## config.mk

```make
export PLATFORM = sky130hd
export DESIGN_NAME = inst_fetch_arbiter
export DESIGN_NICKNAME = d
export VERILOG_FILES = /design/src/rtl/inst_fetch_arbiter.sv
export SDC_FILE = /design/constraint.sdc
export NUM_CORES = 1
export LEC_CHECK = 0
export ABC_AREA = 1
export BUFFER_PORTS_ARGS = -buffer_cell sky130_fd_sc_hd__buf_2
export CORE_MARGIN = 8
export CORE_UTILIZATION = 45
export CTS_CLUSTER_SIZE = 40
export DETAILED_ROUTE_END_ITERATION = 12
export HOLD_SLACK_MARGIN = 0.02
export PLACE_DENSITY = 0.93
export SETUP_SLACK_MARGIN = 0.2
export SYNTH_ARGS = -nofsm -noshare
export SYNTH_HDL_FRONTEND = slang
export SYNTH_SLANG_ARGS = --single-unit
```

## constraint.sdc

```tcl
create_clock -name clk -period 2.4 [get_ports clk]
set_input_delay 0.36 -clock clk [delete_from_list [all_inputs] [get_ports clk]]
set_output_delay 0.36 -clock clk [all_outputs]
set_load 0.02 [all_outputs]
```

## src/rtl/inst_fetch_arbiter.sv

```systemverilog
// rtl/inst_fetch_arbiter.sv - IF/DBG arbiter in front of the combinational instruction ROM
//
// Purpose:
//   Shares one combinational instruction ROM between the fetch stage (IF) and
//   a debug/trace read port (DBG). IF has priority. A saturating starvation
//   counter lets DBG preempt IF after MAX_WAIT consecutive denied cycles.
//   The selected ROM word is registered, so each winner sees its data one
//   cycle after the grant.
//
// Ports:
//   clk        in   sole clock, rising edge
//   rst        in   synchronous reset, active-low
//   if_req     in   IF fetch request (level)
//   if_addr    in   IF byte address
//   if_inst    out  registered IF instruction
//   if_valid   out  if_inst valid this cycle
//   stall_req  out  IF requesting while DBG holds the ROM (combinational)
//   dbg_req    in   DBG read request, held until dbg_ack
//   dbg_addr   in   DBG byte address, stable while dbg_req is high
//   dbg_inst   out  registered DBG read data
//   dbg_ack    out  one-cycle completion pulse
//   dbg_err    out  qualifies dbg_ack: misaligned address, no ROM access
//   rom_ce     out  ROM chip enable
//   rom_addr   out  ROM address
//   rom_inst   in   ROM data (combinational from rom_addr)

module inst_fetch_arbiter #(
    parameter int MAX_WAIT = 4,
    parameter int ADDR_W   = 32,
    parameter int INST_W   = 32
) (
    input  logic              clk,
    input  logic              rst,

    input  logic              if_req,
    input  logic [ADDR_W-1:0] if_addr,
    output logic [INST_W-1:0] if_inst,
    output logic              if_valid,
    output logic              stall_req,

    input  logic              dbg_req,
    input  logic [ADDR_W-1:0] dbg_addr,
    output logic [INST_W-1:0] dbg_inst,
    output logic              dbg_ack,
    output logic              dbg_err,

    output logic              rom_ce,
    output logic [ADDR_W-1:0] rom_addr,
    input  logic [INST_W-1:0] rom_inst
);

    localparam logic CHIP_ENABLE  = 1'b1;
    localparam logic CHIP_DISABLE = 1'b0;

    // MAX_WAIT = 0 would give a zero-width counter; keep one bit so the
    // compare below is always true and DBG always wins.
    localparam int              WCW   = (MAX_WAIT > 0) ? $clog2(MAX_WAIT + 1) : 1;
    localparam logic [WCW-1:0]  MAX_W = WCW'(MAX_WAIT);

    logic [INST_W-1:0] r_if_inst;
    logic              r_if_valid;
    logic [INST_W-1:0] r_dbg_inst;
    logic              r_dbg_ack;
    logic              r_dbg_err;
    logic [WCW-1:0]    r_wait_cnt;

    logic              w_dbg_pend;
    logic              w_dbg_aligned;
    logic              w_dbg_elig;
    logic              w_dbg_misal;
    logic              w_wait_full;
    logic              w_dbg_grant;
    logic              w_if_grant;

    // Every request term is qualified with rst so that no grant, ROM access
    // or stall can appear while the block is held in reset.
    always_comb begin
        // DBG is blocked in its own ack cycle: one outstanding access only.
        w_dbg_pend    = rst & dbg_req & ~r_dbg_ack;
        w_dbg_aligned = (dbg_addr[1:0] == 2'b00);
        w_dbg_elig    = w_dbg_pend & w_dbg_aligned;
        // A misaligned request is answered with an error without touching
        // the ROM, so it never competes with IF.
        w_dbg_misal   = w_dbg_pend & ~w_dbg_aligned;
        w_wait_full   = (r_wait_cnt >= MAX_W);
        w_dbg_grant   = w_dbg_elig & (~if_req | w_wait_full);
        w_if_grant    = rst & if_req & ~w_dbg_grant;
    end

    always_comb begin
        rom_ce   = CHIP_DISABLE;
        rom_addr = '0;
        if (w_dbg_grant) begin
            rom_ce   = CHIP_ENABLE;
            rom_addr = dbg_addr;
        end else if (w_if_grant) begin
            rom_ce   = CHIP_ENABLE;
            rom_addr = if_addr;
        end
    end

    assign stall_req = if_req & w_dbg_grant;

    always_ff @(posedge clk) begin
        if (!rst) begin
            r_if_inst  <= '0;
            r_if_valid <= 1'b0;
            r_dbg_inst <= '0;
            r_dbg_ack  <= 1'b0;
            r_dbg_err  <= 1'b0;
            r_wait_cnt <= '0;
        end else begin
            r_if_valid <= w_if_grant;
            if (w_if_grant) begin
                r_if_inst <= rom_inst;
            end

            r_dbg_ack <= w_dbg_grant | w_dbg_misal;
            r_dbg_err <= w_dbg_misal;
            if (w_dbg_grant) begin
                r_dbg_inst <= rom_inst;
            end else if (w_dbg_misal) begin
                r_dbg_inst <= '0;
            end

            // Dropping dbg_req abandons an ungranted request, so the
            // starvation history is forgotten as well.
            if (w_dbg_grant || !dbg_req) begin
                r_wait_cnt <= '0;
            end else if (w_dbg_elig && w_if_grant && !w_wait_full) begin
                r_wait_cnt <= r_wait_cnt + WCW'(1);
            end
        end
    end

    assign if_inst  = r_if_inst;
    assign if_valid = r_if_valid;
    assign dbg_inst = r_dbg_inst;
    assign dbg_ack  = r_dbg_ack;
    assign dbg_err  = r_dbg_err;

endmodule

```

==> metrics, run 1 <==
min-delay worst type=input port to flip-flop; quantity of I/O buffers inserted on ports=200; DRC viols=0; total power divided by cell area=622 nW/um^2; routed wire length=approximately 12000 um; initial DRC count=between 200 and 300; register share of total power=between 40% and 50%; via count=approximately 3700; Post-layout nets=roughly 700; Worst VDD drop=about 430 uV; cell count after placement=around 700; largest net degree at the start of global routing=64; CP Data Required Time=2.04 ns; Mapped Cells=428; normalized max-slew margin=between 30% and 40%; gp weighted congestion=between 0.9 and 1; sequential element share of the synthesized area=45.7%; sequential cell area=1400 um^2; origin of the critical flop-to-flop path=r_wait_cnt[2]; Max Slew Vio Count=0; final standard cell count with taps included and fillers excluded=699; leakage power of the design=2.36 nW; number of iterations in the first detailed-routing pass=5; Critical Path Sink Type=output pin; ANT cells=0; area growth from synthesis to layout=38.1%; Max Buffers Root-to-Sink=2; number of endpoints failing setup at the final stage=0; total nets after synthesis=between 500 and 600; layout cells sized above 1=37.0%; mean post-synth cell area=slightly above 7 um^2; number of nets with antenna violations after detailed routing=0; FILL cells=a little over 600; number of placement rows=30; final period demand of the worst path=approximately 2.1 ns; number of distinct library cells after synthesis=20; data arrival at the endpoint of the critical path=around 1.7 ns; CTS Hold Buffers Added=0; area occupied by multi-input gates=about 1400 um^2; total net switching power=~0.73 mW; initial antenna violation count=0; final hold vios=0; Yosys Warn Count=0; startpoint class of the critical path=flip-flop; GRT Util Overall=a little under a quarter; kind of critical path=flip-flop to output pin; final core utilization=between 60% and 70%; overflow left after global routing=0; switching share of power=approximately 28%; result of the run=finished clean; average wire per cell in the routed design=roughly 17 um; Skew-Pair Late Insertion Delay=about 0.33 ns; count of pins on the block boundary=around 200; power share of the combinational group=17.1%; unrepaired setup endpoints after global routing=false; CTS tree=done; vias in the first global route=between 3000 and 4000; relative contribution of the clock network to total power=between 30% and 40%; number of clock buffers inserted by TritonCTS=9; portion of the clock cycle consumed by the worst path in the final layout=around 87%; flop and latch count out of synthesis=70; detailed placer's ending HPWL=between 8000 and 9000 um; die width=between 90 and 100 um; Int Pwr=1.90 mW; die height=approximately 99 um; Max Clk Rate=just under 500 MHz; crit path launch=r_wait_cnt[2]; deepest level of the CTS H-tree=3; buffers inserted by post-CTS timing repair=0; count of max-cap constraint violations=0; area enclosed by the die boundary=just under 10000 um^2; transition at the pin with the smallest max-transition slack=1.02 ns; setup slack of the worst register-to-register path=roughly 0.44 ns; core area=6680 um^2; launch point of the worst hold path=rom_inst[19]; total negative slack=0 ns; highest net fanout along the worst path=34; detail-routed via count per cell=approximately 5.3; initial core utilization=roughly 46%; Mapped Area=~3000 um^2; count of clock tree sinks=70; Reg clk slew, reported paths=0.08 ns; root buf cell=sky130_fd_sc_hd__clkbuf_8; wire length of the first global-routing pass=between 15000 and 20000 um; worst clock skew=slightly above 0.009 ns
cell usage in the layout, fill, tap and decap left out:
| cell type | count |
|---|---|
| sky130_fd_sc_hd__a21oi_1 | 33 |
| sky130_fd_sc_hd__a31oi_1 | 1 |
| sky130_fd_sc_hd__buf_2 | 200 |
| sky130_fd_sc_hd__buf_4 | 7 |
| sky130_fd_sc_hd__bufinv_16 | 1 |
| sky130_fd_sc_hd__clkbuf_1 | 2 |
| sky130_fd_sc_hd__clkbuf_8 | 11 |
| sky130_fd_sc_hd__clkinv_2 | 1 |
| sky130_fd_sc_hd__clkinvlp_4 | 1 |
| sky130_fd_sc_hd__dfxtp_1 | 70 |
| sky130_fd_sc_hd__ha_1 | 2 |
| sky130_fd_sc_hd__inv_1 | 12 |
| sky130_fd_sc_hd__inv_4 | 1 |
| sky130_fd_sc_hd__inv_8 | 1 |
| sky130_fd_sc_hd__nand2_1 | 194 |
| sky130_fd_sc_hd__nand2_4 | 2 |
| sky130_fd_sc_hd__nand3_1 | 34 |
| sky130_fd_sc_hd__nand3_4 | 1 |
| sky130_fd_sc_hd__nand4_1 | 34 |
| sky130_fd_sc_hd__nor2_1 | 7 |
| sky130_fd_sc_hd__nor2_2 | 1 |
| sky130_fd_sc_hd__nor2_8 | 1 |
| sky130_fd_sc_hd__nor3_1 | 1 |
| sky130_fd_sc_hd__o21ai_2 | 1 |
final timing paths:
path / to / cells past startpoint
max: rom_addr[0] / 7
min: if_inst[19] / 3
max reg2reg: dbg_inst[9] / 7
min reg2reg: dbg_inst[22] / 2
cells in the mapped netlist, drive strengths merged:
cell    count  area (um^2)
o21ai       1         8.76
clkbuf      8         30.0
nand4      34          213
nor3        1         5.00
a31oi       1         6.26
ha          2         25.0
nor2        9         50.1
inv        14         55.1
dfxtp      70         1400
nand3      35          188
a21oi      33          165
nand2     196          751
buf        24          168
logic make-up (layout without fill, tap and decap cells):
logic type	count (synthesis)	count (layout)	share of synthesized area, %
AOI/OAI and AO/OA	35	35	5.88
adders and majority gates	2	2	0.816
buffers and inverters	46	237	8.24
DFF	70	70	45.7
and+or+nand+nor	275	275	39.3
layout make-up:
class	instances	share of cell area [%]
clock inverter	3	1.01
tap	80	2.36
inverter	14	1.48
multi-input combinational	312	33.4
sequential	70	33.1
clock buffer	13	3.75
timing repair buffer	207	24.9
per-stage QoR:
stage / power, mW / cell area, um^2 / hold slack, ns / worst slack, ns
finish: 2.63 / 4230 / 0.240 / 0.322
global route: 2.75 / 4230 / 0.229 / 0.209
CTS: 2.65 / 4230 / 0.223 / 0.234
detailed placement: 1.71 / 4020 / 0.452 / 0.316
global placement: 1.70 / 4020 / 0.446 / 0.364
floorplan: 1.51 / 3070 / 0.449 / 0.725
sequential cells by signal, indices dropped and copies added (netlist names):
register    cells
dbg_err         1
if_valid        1
r_wait_cnt      3
dbg_inst       32
if_inst        32
dbg_ack         1
per-layer routing:
layer,share of wire [%],GRT usage (%),vias up
met3,11,8.32,40
met2,49,40.1,234
met4,3.9,12.6,0
li1,-,-,1761
met5,0,0,-
met1,36,23.9,1683
power by group through the flow:
stage	Clock [mW]	Combinational (mW)	Sequential (mW)
finish	0.948	0.449	1.24
detailed placement	0	0.447	1.26
global placement	0	0.440	1.26
global route	1.02	0.487	1.24
CTS	0.969	0.449	1.23
floorplan	0	0.193	1.32
critical path, stage by stage, from the launching register on:
cell	delay (ns)
sky130_fd_sc_hd__dfxtp_1	0.34
sky130_fd_sc_hd__inv_1	0.06
sky130_fd_sc_hd__nand2_1	0.15
sky130_fd_sc_hd__nand3_4	0.15
sky130_fd_sc_hd__nand2_4	0.12
sky130_fd_sc_hd__buf_4	0.34
sky130_fd_sc_hd__nor2_1	0.07
sky130_fd_sc_hd__buf_2	0.17
timing repair:
action,4_1_cts,5_1_grt
pin swaps,0,0
gates resized for setup,1,3
endpoints found under the setup margin,21,26
hold endpoints to repair,0,0
(Power assumes the default switching activity.)
==> run 2: changes to the inputs <==
- BUFFER_PORTS_ARGS: -buffer_cell sky130_fd_sc_hd__buf_2 -> not set
- CORE_UTILIZATION: 45 -> 62
- DONT_BUFFER_PORTS: not set -> 1
- PLACE_DENSITY: 0.93 -> 0.86
- clock period: 2.4 -> 2.19 ns (I/O delays scaled with it)
==> metrics, run 2 (same netlist as run 1, synthesis figures left out) <==
worst clock skew=0.00445 ns (-0.00483 ns); data arrival at the endpoint of the critical path=1.59 ns (-0.13 ns); min-delay worst type=input port to flip-flop; DRC viols=0 (unchanged); most frequent cells in the layout=sky130_fd_sc_hd__nand2_1 (191), sky130_fd_sc_hd__dfxtp_1 (70), sky130_fd_sc_hd__nand4_1 (34), sky130_fd_sc_hd__nand3_1 (34), sky130_fd_sc_hd__a21oi_1 (33); final hold vios=0 (unchanged); Skew-Pair Late Insertion Delay=0.34 ns (about the same); die width=86.3 um (-12%); startpoint class of the critical path=flip-flop; routed wire length=10100 um (-13%); core area=4750 um^2 (-29%); total cell area at the placement stage=3040 um^2 (-24%); ANT cells=0 (unchanged); total power divided by cell area=843 nW/um^2 (+36%); Post-layout nets=522 (-27%); initial DRC count=216 (-18%); total negative slack=0 ns (unchanged); cell depth of the worst min-delay path=2 (-1); final period demand of the worst path=about 1.9 ns; Max Buffers Root-to-Sink=2 (unchanged); setup slack of the worst register-to-register path=0.65 ns (+0.21 ns); crit path launch=r_wait_cnt[2]; count of clock tree sinks=70 (unchanged); number of endpoints failing setup at the final stage=0 (unchanged); area enclosed by the die boundary=7450 um^2 (-23%); leakage power of the design=1.49 nW (-37%); Worst VDD drop=568 uV (+33%); number of placement rows=25 (-17%); overflow left after global routing=0 (unchanged); kind of critical path=flip-flop to output pin; Worst Hold Endpoint=if_inst[27]; root buf cell=sky130_fd_sc_hd__clkbuf_8; number of iterations in the first detailed-routing pass=4 (-1); via count=2852 (-23%); launch point of the worst hold path=rom_inst[27]; FILL cells=427 (-30%); largest net degree at the start of global routing=64 (unchanged); quantity of I/O buffers inserted on ports=0 (-100%); normalized max-slew margin=65.5% (+34 points); detailed placer's ending HPWL=7340 um (-16%); CTS tree=done; Max Slew Vio Count=0 (unchanged); initial core utilization=64.5% (+19 points); die height=86.3 um (-12%); transition at the pin with the smallest max-transition slack=0.517 ns (-0.508 ns); count of pins on the block boundary=201 (unchanged); origin of the critical flop-to-flop path=r_wait_cnt[2]; depth of the worst register-to-register path=7 (unchanged); most common library cell in the layout ignoring fill and taps=sky130_fd_sc_hd__nand2_1; Reg clk slew, reported paths=0.08 ns (about the same); deepest level of the CTS H-tree=3 (unchanged); GRT Util Overall=25.8% (+2.6 points); Critical Path Sink Type=output pin; Post-Route Hold Slack=0.0892 ns (-0.150 ns); number of clock buffers inserted by TritonCTS=9 (unchanged); count of max-cap constraint violations=0 (unchanged); endpoint of the worst register-to-register path=dbg_inst[14]; gp weighted congestion=0.830 (-14%); CP Data Required Time=1.86 ns (-0.18 ns); vias in the first global route=2815 (-23%); initial antenna violation count=0 (unchanged); wire length of the first global-routing pass=15000 um (-18%); highest net fanout along the worst path=32 (-5.9%); detail-routed via count per cell=5.81 (+9.2%); Max Clk Rate=~520 MHz; result of the run=finished clean; buffers inserted by post-CTS timing repair=0 (unchanged); area growth from synthesis to layout=8.00%; unrepaired setup endpoints after global routing=false; post-layout instance area=3310 um^2 (-22%); portion of the clock cycle consumed by the worst path in the final layout=slightly below 90%; average wire per cell in the routed design=20.5 um (+24%); number of nets with antenna violations after detailed routing=0 (unchanged); layout cells sized above 1=9.20% (-28 points)
==> run 2: cell type report <==
cell class | count | area (um^2) | area share (%)
tap | 67 | 83.8 | 2.53
timing repair buffer | 12 | 90.1 | 2.72
inverter | 14 | 83.8 | 2.53
clock buffer | 9 | 124 | 3.74
multi-input combinational | 312 | 1430 | 43.2
sequential | 70 | 1400 | 42.3
timing repair inverter | 1 | 11.3 | 0.340
clock inverter | 6 | 86.3 | 2.61
==> run 2: critical path, stage by stage (launching register included) <==
cell and delay (ns):
sky130_fd_sc_hd__dfxtp_1 0.33, sky130_fd_sc_hd__inv_1 0.05, sky130_fd_sc_hd__nand2_1 0.13, sky130_fd_sc_hd__nand3_4 0.17, sky130_fd_sc_hd__nand2_8 0.19, sky130_fd_sc_hd__clkinv_16 0.11
sky130_fd_sc_hd__nand2_1 0.07, sky130_fd_sc_hd__nand2_1 0.17
==> run 2: report_power, final <==
group	switching [mW]	total (mW)	internal, mW
Clock	0.483	1.12	0.634
Combinational	0.186	0.247	0.0609
Sequential	0.103	1.43	1.33
==> run 2: worst max path at each step <==
stage	depth (start not counted)	to
4_1_cts	7	rom_addr[7]
5_1_grt	7	rom_addr[17]
3_3_place_gp	7	rom_addr[25]
2_1_floorplan	5	rom_addr[0]
3_5_place_dp	7	rom_addr[25]
6_report	7	rom_addr[3]
==> run 2: timing repair <==
action,CTS,global route
resized for setup,4,7
endpoints found under the hold margin,0,0
setup endpoints to repair,30,29
gates cloned,0,1
hold buffers,0,0
pin swaps,0,1
==> run 2: per-layer routing <==
layer | vias to the layer above | routed length [um] | part of all wire, % | GRT usage, %
met5 | - | 0 | 0 | 0
met4 | 0 | 246 | 2.4 | 11.4
met1 | 1299 | 3390 | 34 | 23.9
met2 | 159 | 5160 | 51 | 47.2
met3 | 18 | 1270 | 13 | 11.9
li1 | 1376 | - | - | -
==> run 2: through the flow <==
stage / util, % / setup WS, ns / power, mW / instances
after floorplan: - / 0.572 / 1.66 / 428
after global placement: 64.0 / 0.409 / 1.69 / 475
after detailed placement: 64.0 / 0.397 / 1.70 / 475
after CTS: 68.7 / 0.230 / 2.80 / 490
after global routing: 69.6 / 0.199 / 2.90 / 491
final: 69.6 / 0.272 / 2.79 / 491
==> run 3: changes to the inputs <==
- CORE_UTILIZATION: 62 -> 65
- PLACE_DENSITY: 0.86 -> 0.89
- clock period: 2.19 -> 2.3 ns (I/O delays scaled with it)
==> metrics, run 3 (same netlist as run 1, synthesis figures left out) <==
result of the run=finished clean; worst clock skew=0.0100 ns (+0.00557 ns); initial core utilization=66.2% (+1.7 points); final core utilization=71.3% (+1.7 points); DRC viols=0 (unchanged); gp weighted congestion=0.922 (+11%); portion of the clock cycle consumed by the worst path in the final layout=88.4%; number of placement rows=25 (unchanged); most common library cell in the layout ignoring fill and taps=sky130_fd_sc_hd__nand2_1; number of endpoints failing setup at the final stage=0 (unchanged); Max Slew Vio Count=0 (unchanged); unrepaired setup endpoints after global routing=true; initial antenna violation count=0 (unchanged); GRT Util Overall=24.4% (-1.3 points); Cell Chain, Critical Path=inv_1 -> nand2_1 -> nand3_4 -> nand2_4 -> clkinv_8 -> nand2_1 -> nand2_1; layout cells sized above 1=8.49% (-0.71 points); min-delay worst type=input port to flip-flop; number of clock buffers inserted by TritonCTS=9 (unchanged); startpoint class of the critical path=flip-flop; Max Clk Rate=492 MHz; total negative slack=0 ns (unchanged); deepest level of the CTS H-tree=3 (unchanged); Reg clk slew, reported paths=0.08 ns (about the same); normalized max-slew margin=57.7% (-7.8 points); final period demand of the worst path=2.03 ns; Max Buffers Root-to-Sink=2 (unchanged); die height=84.7 um (-1.9%); post-layout instance area=3300 um^2 (-0.30%); count of clock tree sinks=70 (unchanged); final hold vios=0 (unchanged); quantity of I/O buffers inserted on ports=0 (unchanged); total cell area at the placement stage=3030 um^2 (-0.37%); Post-layout nets=521 (-0.19%); most frequent cells in the layout=sky130_fd_sc_hd__nand2_1 (194), sky130_fd_sc_hd__dfxtp_1 (70), sky130_fd_sc_hd__nand4_1 (34), sky130_fd_sc_hd__nand3_1 (34), sky130_fd_sc_hd__a21oi_1 (33); Post-Route Hold Slack=0.109 ns (+0.0202 ns); kind of critical path=flip-flop to output pin; count of pins on the block boundary=201 (unchanged); initial DRC count=217 (+0.46%); average wire per cell in the routed design=19.7 um (-3.8%); routed wire length=9440 um (-6.3%); overflow left after global routing=0 (unchanged); stage delay of the slowest cell on the critical path=0.33 ns (about the same); root buf cell=sky130_fd_sc_hd__clkbuf_8; detailed placer's ending HPWL=6940 um (-5.4%); FILL cells=394 (-7.7%); count of max-cap constraint violations=0 (unchanged); core area=4630 um^2 (-2.6%); area enclosed by the die boundary=7170 um^2 (-3.8%); cell type of the slowest stage on the worst timing path=sky130_fd_sc_hd__dfxtp_1; number of iterations in the first detailed-routing pass=4 (unchanged); vias in the first global route=2521 (-10%); CTS tree=done; data arrival at the endpoint of the critical path=1.69 ns (+0.10 ns); number of nets with antenna violations after detailed routing=0 (unchanged); die width=84.7 um (-1.9%); total power divided by cell area=844 nW/um^2 (+0.13%); highest net fanout along the worst path=63 (+97%); detail-routed via count per cell=5.96 (+2.6%); via count=2849 (-0.11%); CP Data Required Time=1.96 ns (+0.10 ns); area growth from synthesis to layout=7.67%; transition at the pin with the smallest max-transition slack=0.634 ns (+0.117 ns); Worst VDD drop=554 uV (-2.6%); ANT cells=0 (unchanged); leakage power of the design=1.50 nW (+0.69%); Critical Path Sink Type=output pin; wire length of the first global-routing pass=14100 um (-6.0%); Skew-Pair Late Insertion Delay=0.34 ns (about the same); largest net degree at the start of global routing=64 (unchanged); most used cell along the critical path=sky130_fd_sc_hd__nand2_1
## run 3: power breakdown
group	total (mW)	switching (mW)	leakage, nW	internal (mW)
Combinational	0.231	0.172	0.807	0.0591
Sequential	1.36	0.0982	0.572	1.26
Clock	1.20	0.473	0.120	0.724
## run 3: repair_timing
item                                    CTS  global route
pin swaps                                 1             0
endpoints found under the hold margin     0             0
gates resized for setup                   3             2
endpoints found under the setup margin   32            30
hold buffers                              0             0
buffers inserted                          1             0
## run 3: critical path, delay by kind of cell (launching register included)
family                 cells  cell delay [ns]
AND/OR/NAND/NOR            5             0.74
flip-flops                 1             0.33
buffers and inverters      2             0.23
## run 3: path summary, 6_finish.rpt
kind,start,end,slack (ns),cells after the start
worst min register to register,r_wait_cnt[2],r_wait_cnt[2],0.48,2
worst max-delay path,r_wait_cnt[2],rom_addr[9],0.27,7
worst max register to register,r_wait_cnt[2],dbg_inst[31],0.58,7
worst min-delay path,rom_inst[21],if_inst[21],0.11,2
## run 3: cell type report
type,instances,area [um^2],share of cell area [%]
Clock inverter,7,120,3.64
Timing Repair Buffer,12,106,3.22
Tap cell,54,67.6,2.05
Multi-Input combinational cell,312,1410,42.8
Sequential cell,70,1400,42.5
Clock buffer,9,124,3.75
Inverter,14,67.6,2.05
## run 3: metrics by stage
| step | setup slack, ns | total power, mW | cells |
|---|---|---|---|
| 2_1_floorplan | 0.655 | 1.58 | 428 |
| 3_3_place_gp | 0.439 | 1.61 | 461 |
| 3_5_place_dp | 0.396 | 1.62 | 461 |
| 4_1_cts | 0.209 | 2.80 | 478 |
| 5_1_grt | 0.184 | 2.88 | 478 |
| 6_report | 0.266 | 2.79 | 478 |
## run 3: routing by layer
metal | global-route usage [%] | wire length [um] | vias to the layer above
met5 | 0 | 0 | -
met4 | 8.09 | 114 | 0
met3 | 13.5 | 1250 | 12
met2 | 41.4 | 4700 | 159
met1 | 25.0 | 3360 | 1306
li1 | - | - | 1372
